`src/rtl/store_buffer.sv`:
```
// Committed-store queue between the ROB commit port and the data cache write port.
// Optional store-to-load forwarding is built when SB_STORE_FWD_EN is defined.
module store_buffer #(
   parameter int unsigned SB_DEPTH = 4,
   parameter int unsigned ADDR_W   = 32,
   parameter int unsigned DATA_W   = 32
) (
   input  logic              clk,
   input  logic              rst_b,
   input  logic              rob_commit,
   input  logic              rob_commitmemwrite,
   input  logic [ADDR_W-1:0] rob_swaddr,
   input  logic [5:0]        rob_commitcurrphyaddr,
   output logic [5:0]        sb_prf_rdaddr,
   input  logic [DATA_W-1:0] prf_sb_rddata,
   output logic              sb_full,
   output logic              sb_empty,
   output logic              dcache_wr_req,
   output logic [ADDR_W-1:0] dcache_wr_addr,
   output logic [DATA_W-1:0] dcache_wr_data,
   input  logic              dcache_wr_ack,
   input  logic [ADDR_W-1:0] ld_addr,
   output logic              sb_fwd_hit,
   output logic [DATA_W-1:0] sb_fwd_data,
   output logic              sb_overflow_err
);

   localparam int unsigned PtrW = $clog2(SB_DEPTH);
   typedef logic [PtrW:0] ptr_t;
   localparam ptr_t PtrOne   = ptr_t'(1);
   localparam ptr_t DepthCnt = ptr_t'(SB_DEPTH);

   ptr_t                wr_ptr_q, wr_ptr_d;
   ptr_t                rd_ptr_q, rd_ptr_d;
   ptr_t                count;
   logic [SB_DEPTH-1:0] valid_q, valid_d;
   logic [ADDR_W-1:0]   addr_q [SB_DEPTH];
   logic [ADDR_W-1:0]   addr_d [SB_DEPTH];
   logic [DATA_W-1:0]   data_q [SB_DEPTH];
   logic [DATA_W-1:0]   data_d [SB_DEPTH];
   logic                overflow_q, overflow_d;
   logic                enq;
   logic                deq;

   assign sb_prf_rdaddr   = rob_commitcurrphyaddr;

   // Occupancy comes only from registered pointers; the wrap bit separates full from empty.
   assign count           = wr_ptr_q - rd_ptr_q;
   assign sb_full         = (count == DepthCnt);
   assign sb_empty        = (count == '0);

   assign enq             = rob_commit & rob_commitmemwrite;
   assign dcache_wr_req   = ~sb_empty;
   assign deq             = dcache_wr_req & dcache_wr_ack;
   assign dcache_wr_addr  = addr_q[rd_ptr_q[PtrW-1:0]];
   assign dcache_wr_data  = data_q[rd_ptr_q[PtrW-1:0]];
   assign sb_overflow_err = overflow_q;

   always_comb begin
      wr_ptr_d   = wr_ptr_q;
      rd_ptr_d   = rd_ptr_q;
      valid_d    = valid_q;
      addr_d     = addr_q;
      data_d     = data_q;
      overflow_d = overflow_q;

      if (enq) begin
         if (sb_full) begin
            overflow_d = 1'b1;
         end else begin
            addr_d[wr_ptr_q[PtrW-1:0]]  = rob_swaddr;
            data_d[wr_ptr_q[PtrW-1:0]]  = prf_sb_rddata;
            valid_d[wr_ptr_q[PtrW-1:0]] = 1'b1;
            wr_ptr_d                    = wr_ptr_q + PtrOne;
         end
      end

      // Enqueue and dequeue slots differ unless empty (no deq) or full (no enq).
      if (deq) begin
         valid_d[rd_ptr_q[PtrW-1:0]] = 1'b0;
         rd_ptr_d                    = rd_ptr_q + PtrOne;
      end
   end

   always_ff @(posedge clk or negedge rst_b) begin
      if (!rst_b) begin
         wr_ptr_q   <= '0;
         rd_ptr_q   <= '0;
         valid_q    <= '0;
         overflow_q <= 1'b0;
         for (int i = 0; i < SB_DEPTH; i++) begin
            addr_q[i] <= '0;
            data_q[i] <= '0;
         end
      end else begin
         wr_ptr_q   <= wr_ptr_d;
         rd_ptr_q   <= rd_ptr_d;
         valid_q    <= valid_d;
         overflow_q <= overflow_d;
         addr_q     <= addr_d;
         data_q     <= data_d;
      end
   end

`ifdef SB_STORE_FWD_EN
   logic [PtrW-1:0] fwd_idx;

   // Walk oldest to youngest so the last match left standing is the youngest store.
   always_comb begin
      sb_fwd_hit  = 1'b0;
      sb_fwd_data = '0;
      fwd_idx     = '0;
      for (int unsigned i = 0; i < SB_DEPTH; i++) begin
         fwd_idx = rd_ptr_q[PtrW-1:0] + PtrW'(i);
         if (valid_q[fwd_idx] && (addr_q[fwd_idx][ADDR_W-1:2] == ld_addr[ADDR_W-1:2])) begin
            sb_fwd_hit  = 1'b1;
            sb_fwd_data = data_q[fwd_idx];
         end
      end
   end
`else
   logic unused_fwd;

   assign sb_fwd_hit  = 1'b0;
   assign sb_fwd_data = '0;
   assign unused_fwd  = ^{ld_addr, valid_q};
`endif

endmodule

```
`config.mk`:
```
export PLATFORM = sky130hd
export DESIGN_NAME = store_buffer
export DESIGN_NICKNAME = d
export VERILOG_FILES = /design/src/rtl/store_buffer.sv
export SDC_FILE = /design/constraint.sdc
export NUM_CORES = 1
export LEC_CHECK = 0
export ABC_CLOCK_PERIOD_IN_PS = 3100
export CAP_MARGIN = 25
export CORE_AREA = 2 2 162 164
export CTS_CLUSTER_DIAMETER = 100
export DETAILED_ROUTE_END_ITERATION = 10
export DIE_AREA = 0 0 164 166
export HOLD_SLACK_MARGIN = 0.08
export PLACE_DENSITY = 0.75
export SYNTH_ARGS = -nofsm -noshare
export SYNTH_HDL_FRONTEND = slang
export SYNTH_SLANG_ARGS = --single-unit
```
`constraint.sdc`:
```
create_clock -name clk -period 3.1 [get_ports clk]
set_clock_uncertainty 0.15 [all_clocks]
set_input_delay 0.31 -clock clk [delete_from_list [all_inputs] [get_ports clk]]
set_output_delay 0.31 -clock clk [all_outputs]
set_load 0.05 [all_outputs]
```
==> run summary, run 1 <==
Num rows - 59
Tightest Hold Check Type - input pin to asynchronous set/reset pin
Max frequency - 337.4 MHz
CP delay by family, top - buffers and inverters
Final Hold Viols - 0
Die W - 164 um
Worst Path Max Fanout - 22
Share of cells above drive strength 1 - 44.30%
Cell variety after synth - 27
Worst-margin pin slew - 758.1 ps
Starting Density - 46.93%
Run status - completed
Pin count of the biggest net entering global routing - 101
Vias - 6305
Hpwl dp - 13820 um
Place WS - 339.8 ps
Final Max Tran Viols - 0
Rel. slew slack - 49.46%
Synth Instances - 701
Most frequent cells in the layout - 261 x dfrtp_1, 207 x mux2_2, 85 x clkdlybuf4s50_1, 64 x mux4_2, 44 x dlygate4sd2_1
Yosys top cell area share - 54.75%
Mean Syn Cell Area - 17.15 um2
Die area - 27220 um2
Most common cell after layout, fill and taps aside - dfrtp_1
Minimum clock period - 2963 ps
Root buffer cell - clkbuf_16
Synth area leaders - dfrtp_1 55%, mux2_2 19%, mux4_2 12%
CP Data Arrival Time - 2500 ps
Final setup viols - 0
Clock sinks - 263
Vias/cell - 5.272
DRC errors left - 0
RSZ-0062 raised after global routing - false
Gr usage total - 18.04%
Setup CP Type - register to output pin
Post-DR wirelength/cell - 19.50 um
Slowest Stage Delay on Critical Path - 750 ps
Post-synthesis instance area - 12020 um2
Crit path cell chain - buf_12 -> mux4_2 -> clkdlybuf4s50_1
Antenna Violating Nets Remaining - 0
IO Count - 214
Vias in the first global route - 6919
Final WL - 23330 um
Worst-case clock buffer depth - 3
CTS tree - yes
CP bufs+invs - 2
Setup TNS - 0 ps
H-tree depth - 1
Yosys warning count - 0
Worst setup margin - 136.5 ps
Placer's final routability congestion estimate - 0.7119
CP startpoint kind - register
Drt pass-1 iters - 4
# fillers - 2047
CP max-delay cell - clkdlybuf4s50_1
Max-cap violations - 0
CP Capture Type - output pin
Register bit total from synthesis - 263
Area of the core - 25620 um2
Req. time, crit path - 2640 ps
Congestion Overflow GR - 0
Multi-input gate area in the final layout - 4922 um2
Port bufs - 136
Antenna violations before repair - 1
Register area - 6589 um2
Fin nets - 953
Synth area leader - dfrtp_1
Global-route wire length before repair - 38990 um
Clock slew at reported path FFs - 60 ps
Final period util - 95.60%
Inserted Clock Buffers - 28
Die Span Y - 166 um
Register area share after synthesis - 54.75%
Worst-Skew Late Latency - 520 ps
Drt initial violations - 268
Layout area overhead - 20.56%
==> kinds of logic (layout without fill, tap and decap cells) <==
| group | after synthesis | count (layout) | share of synthesized area, % |
|---|---|---|---|
| multiplexers | 322 | 322 | 37.19 |
| XOR/XNOR | 6 | 6 | 0.6558 |
| adder cells (fa/ha/maj) | 7 | 7 | 0.7285 |
| buffers and inverters | 84 | 211 | 5.402 |
| AO/OA/AOI/OAI | 8 | 8 | 0.8535 |
| flip-flops | 263 | 263 | 54.75 |
| AND/OR/NAND/NOR | 10 | 10 | 0.3955 |
| other | 1 | 34 | 0.03119 |
==> registers in the layout (all words and copies together), names as in the netlist <==
signal and flops:
rd_ptr_q 3, sb_overflow_err 1, wr_ptr_q 3, data_q 128, addr_q 128
==> layer usage <==
layer  share of wire (%)  vias up  track usage, %
li1                    -     2783               -
met5                   0        -               0
met3                 4.6       33           3.497
met4                 2.0        0           4.272
met2                  50      120           29.81
met1                  44     3369           24.79
==> through the flow <==
| step | util, % | area, um2 | cells | hold WS (ps) |
|---|---|---|---|---|
| 3_3_place_gp | 53.02 | 13580 | 1140 | 264.5 |
| 6_report | 56.58 | 14490 | 1196 | 266.3 |
| 2_1_floorplan | - | 12150 | 733 | -135.6 |
| 5_1_grt | 56.57 | 14490 | 1195 | 314.6 |
| 3_5_place_dp | 53.02 | 13580 | 1140 | 262.5 |
| 4_1_cts | 56.43 | 14460 | 1192 | 274.6 |
==> layout make-up <==
cell class                      instances  share of cell area (%)
Sequential cell                       263                   45.46
Multi-Input combinational cell        386                   33.96
Timing Repair Buffer                  156                   11.21
Clock buffer                           48                   6.052
Tap cell                              335                   2.892
Clock inverter                          3                  0.2763
Inverter                                4                  0.1295
Antenna cell                            1                 0.01727
==> repair_timing <==
item | CTS | global route
hold buffers | 1 | 0
setup buffers | 0 | 3
setup endpoints to repair | 45 | 1
gates resized for setup | 45 | 0
hold endpoints to repair | 94 | 0
==> path summary, 6_finish.rpt <==
path	startpoint	endpoint	slack, ps	cells after the start
worst min register to register	sb_overflow_err$_DFFE_PN0P_	sb_overflow_err$_DFFE_PN0P_	310	1
worst max register to register	wr_ptr_q[0]$_DFFE_PN0P_	addr_q[17]$_DFFE_PN0P_	530	7
max in group asynchronous	rst_b	addr_q[66]$_DFFE_PN0P_	1710	3
worst min-delay path	rst_b	data_q[111]$_DFFE_PN0P_	270	2
min in group clk	dcache_wr_ack	rd_ptr_q[2]$_DFFE_PN0P_	300	3
worst max-delay path	rd_ptr_q[0]$_DFFE_PN0P_	dcache_wr_addr[25]	140	3
==> cell usage after synthesis <==
cell type / n
a21o_1: 1
buf_2: 6
a31oi_4: 3
conb_1: 1
mux4_2: 64
xor2_1: 1
nand2_1: 6
or2_2: 1
nor2b_1: 2
xnor2_2: 1
ha_1: 7
inv_1: 4
o211ai_1: 1
a31oi_2: 1
clkbuf_1: 9
mux2_2: 207
dfrtp_1: 263
mux2_4: 33
xnor2_1: 3
o21ai_0: 1
xnor2_4: 1
buf_4: 39
and2_1: 1
a31oi_1: 1
buf_1: 2
mux2_1: 18
buf_6: 24
Power of run 1 is left out: the tool's default activity adds up to more than one toggle a clock period on the data nets, which glitch-free logic cannot reach.
==> run 2: changes to the inputs <==
HOLD_SLACK_MARGIN = unset   (was 0.08)
==> results of run 2 <==
The final DEF is identical to that of run 1; final timing and power are the same.
Power of run 2 is left out for the same reason.
==> run 3: changes to the inputs <==
CORE_AREA = 2 2 145 182   (was 2 2 162 164)
DIE_AREA = 0 0 147 184   (was 0 0 164 166)
==> run summary, run 3 (same netlist as run 1, synthesis figures left out) <==
Clock sinks - 263
Worst-case reg-to-reg path depth - 6
Number of setup buffers added after CTS - 0
Die area - 27050 um2
Setup TNS - 0 ps
CP startpoint kind - register
Worst Path Max Fanout - 9
Vias - 6285
Placed insts - 1142
Final core utilization - 57.16%
Vias in the first global route - 6984
R2r setup slk - 600 ps
Area of the core - 25210 um2
Worst-margin pin slew - 577.6 ps
Worst-Skew Late Latency - 530 ps
Antenna Violating Nets Remaining - 0
Max frequency - 339.7 MHz
CP Data Arrival Time - 2480 ps
Minimum clock period - 2944 ps
Worst Setup EP - sb_empty
Port bufs - 136
Starting Density - 47.68%
Req. time, crit path - 2640 ps
Tightest Hold Check Type - input pin to asynchronous set/reset pin
Top Registers - addr_q: 128 flops, data_q: 128 flops
Share of cells above drive strength 1 - 48.42%
Root buffer cell - clkbuf_16
Most frequent cells in the layout - 261 x dfrtp_1, 207 x mux2_2, 74 x clkdlybuf4s50_1, 64 x mux4_2, 39 x buf_4
Drt initial violations - 190
RSZ-0062 raised after global routing - false
Die Span Y - 184 um
# fillers - 1975
Most common cell after layout, fill and taps aside - dfrtp_1
Fin nets - 951
Crit path launch - rd_ptr_q[0]$_DFFE_PN0P_
CTS tree - yes
Worst-case clock buffer depth - 3
DRC errors left - 0
R2R Path Start - rd_ptr_q[0]$_DFFE_PN0P_
Drt pass-1 iters - 4
Placer's final routability congestion estimate - 0.7265
Run status - completed
Final Hold Viols - 0
Max-cap violations - 0
CP delay by family, top - simple AND/OR/NAND/NOR gates
Vias/cell - 5.282
Final Non-Filler Cells - 1190
Pin count of the biggest net entering global routing - 76
Congestion Overflow GR - 0
Final Max Tran Viols - 0
CP bufs+invs - 2
Num rows - 65
CP max-delay cell - dfrtp_4
WP depth - 5
H-tree depth - 1
Reg-to-Reg End - addr_q[19]$_DFFE_PN0P_
Final setup viols - 0
Die W - 147 um
CP Capture Type - output pin
Slowest Stage Delay on Critical Path - 570 ps
Setup CP Type - register to output pin
Number of diodes - 0
Rel. slew slack - 61.49%
Antenna violations before repair - 0
Final period util - 94.96%
Hpwl dp - 13900 um
Clock slew at reported path FFs - 60 ps
Crit path cell chain - ha_1 -> nand2_1 -> or2_2 -> clkinvlp_4 -> buf_12
Gr usage total - 17.61%
Global-route wire length before repair - 38120 um
Hold WS - 209.8 ps
Layout area overhead - 19.87%
Post-DR wirelength/cell - 19.28 um
Inserted Clock Buffers - 27
IO Count - 214
Final WL - 22950 um
## run 3: worst min-delay path by stage
stage,to,cells after the start,slack (ps)
finish,data_q[70]$_DFFE_PN0P_,2,210
global route,data_q[70]$_DFFE_PN0P_,2,240
CTS,data_q[8]$_DFFE_PN0P_,2,220
detailed placement,data_q[102]$_DFFE_PN0P_,1,190
global placement,data_q[6]$_DFFE_PN0P_,1,180
floorplan,addr_q[0]$_DFFE_PN0P_,0,-140
## run 3: area by class of cell
type | instances | area, um2 | area share [%]
inverter | 4 | 18.77 | 0.1302
clock buffer | 33 | 738.2 | 5.123
clock inverter | 14 | 158.9 | 1.103
multi-input combinational | 386 | 4920 | 34.14
timing repair buffer | 155 | 1569 | 10.89
sequential | 263 | 6586 | 45.71
tap | 335 | 419.2 | 2.909
## run 3: repair_timing
action / 4_1_cts / 5_1_grt
endpoints found under the hold margin: 68 / 0
hold buffers: 1 / 0
gates resized for setup: 25 / 1
setup endpoints to repair: 25 / 4
## run 3: worst register-to-register path, delay by kind of cell, from the launching register on
kind,cells,cell delay [ps]
buffers and inverters,1,330
DFF,1,550
AOI/OAI and AO/OA,1,300
and+or+nand+nor,1,300
adders and majority gates,1,180
muxes,1,390
xor gates and xnor gates,1,190
## run 3: per-layer routing
metal  up-vias  GRT usage [%]  share of wire [%]
met2       122          31.06                 52
met3        32          3.350                4.7
met5         -              0                  0
met4         0          4.308                1.8
li1       2784              -                  -
met1      3347          22.63                 42
## run 3: stage by stage
step           cell area, um2  worst slack (ps)
5_1_grt                 14410             47.64
4_1_cts                 14410             69.40
6_report                14410             156.3
3_3_place_gp            13530             499.0
3_5_place_dp            13530             503.2
2_1_floorplan           12150             47.00
Power of run 3 is left out for the same reason.
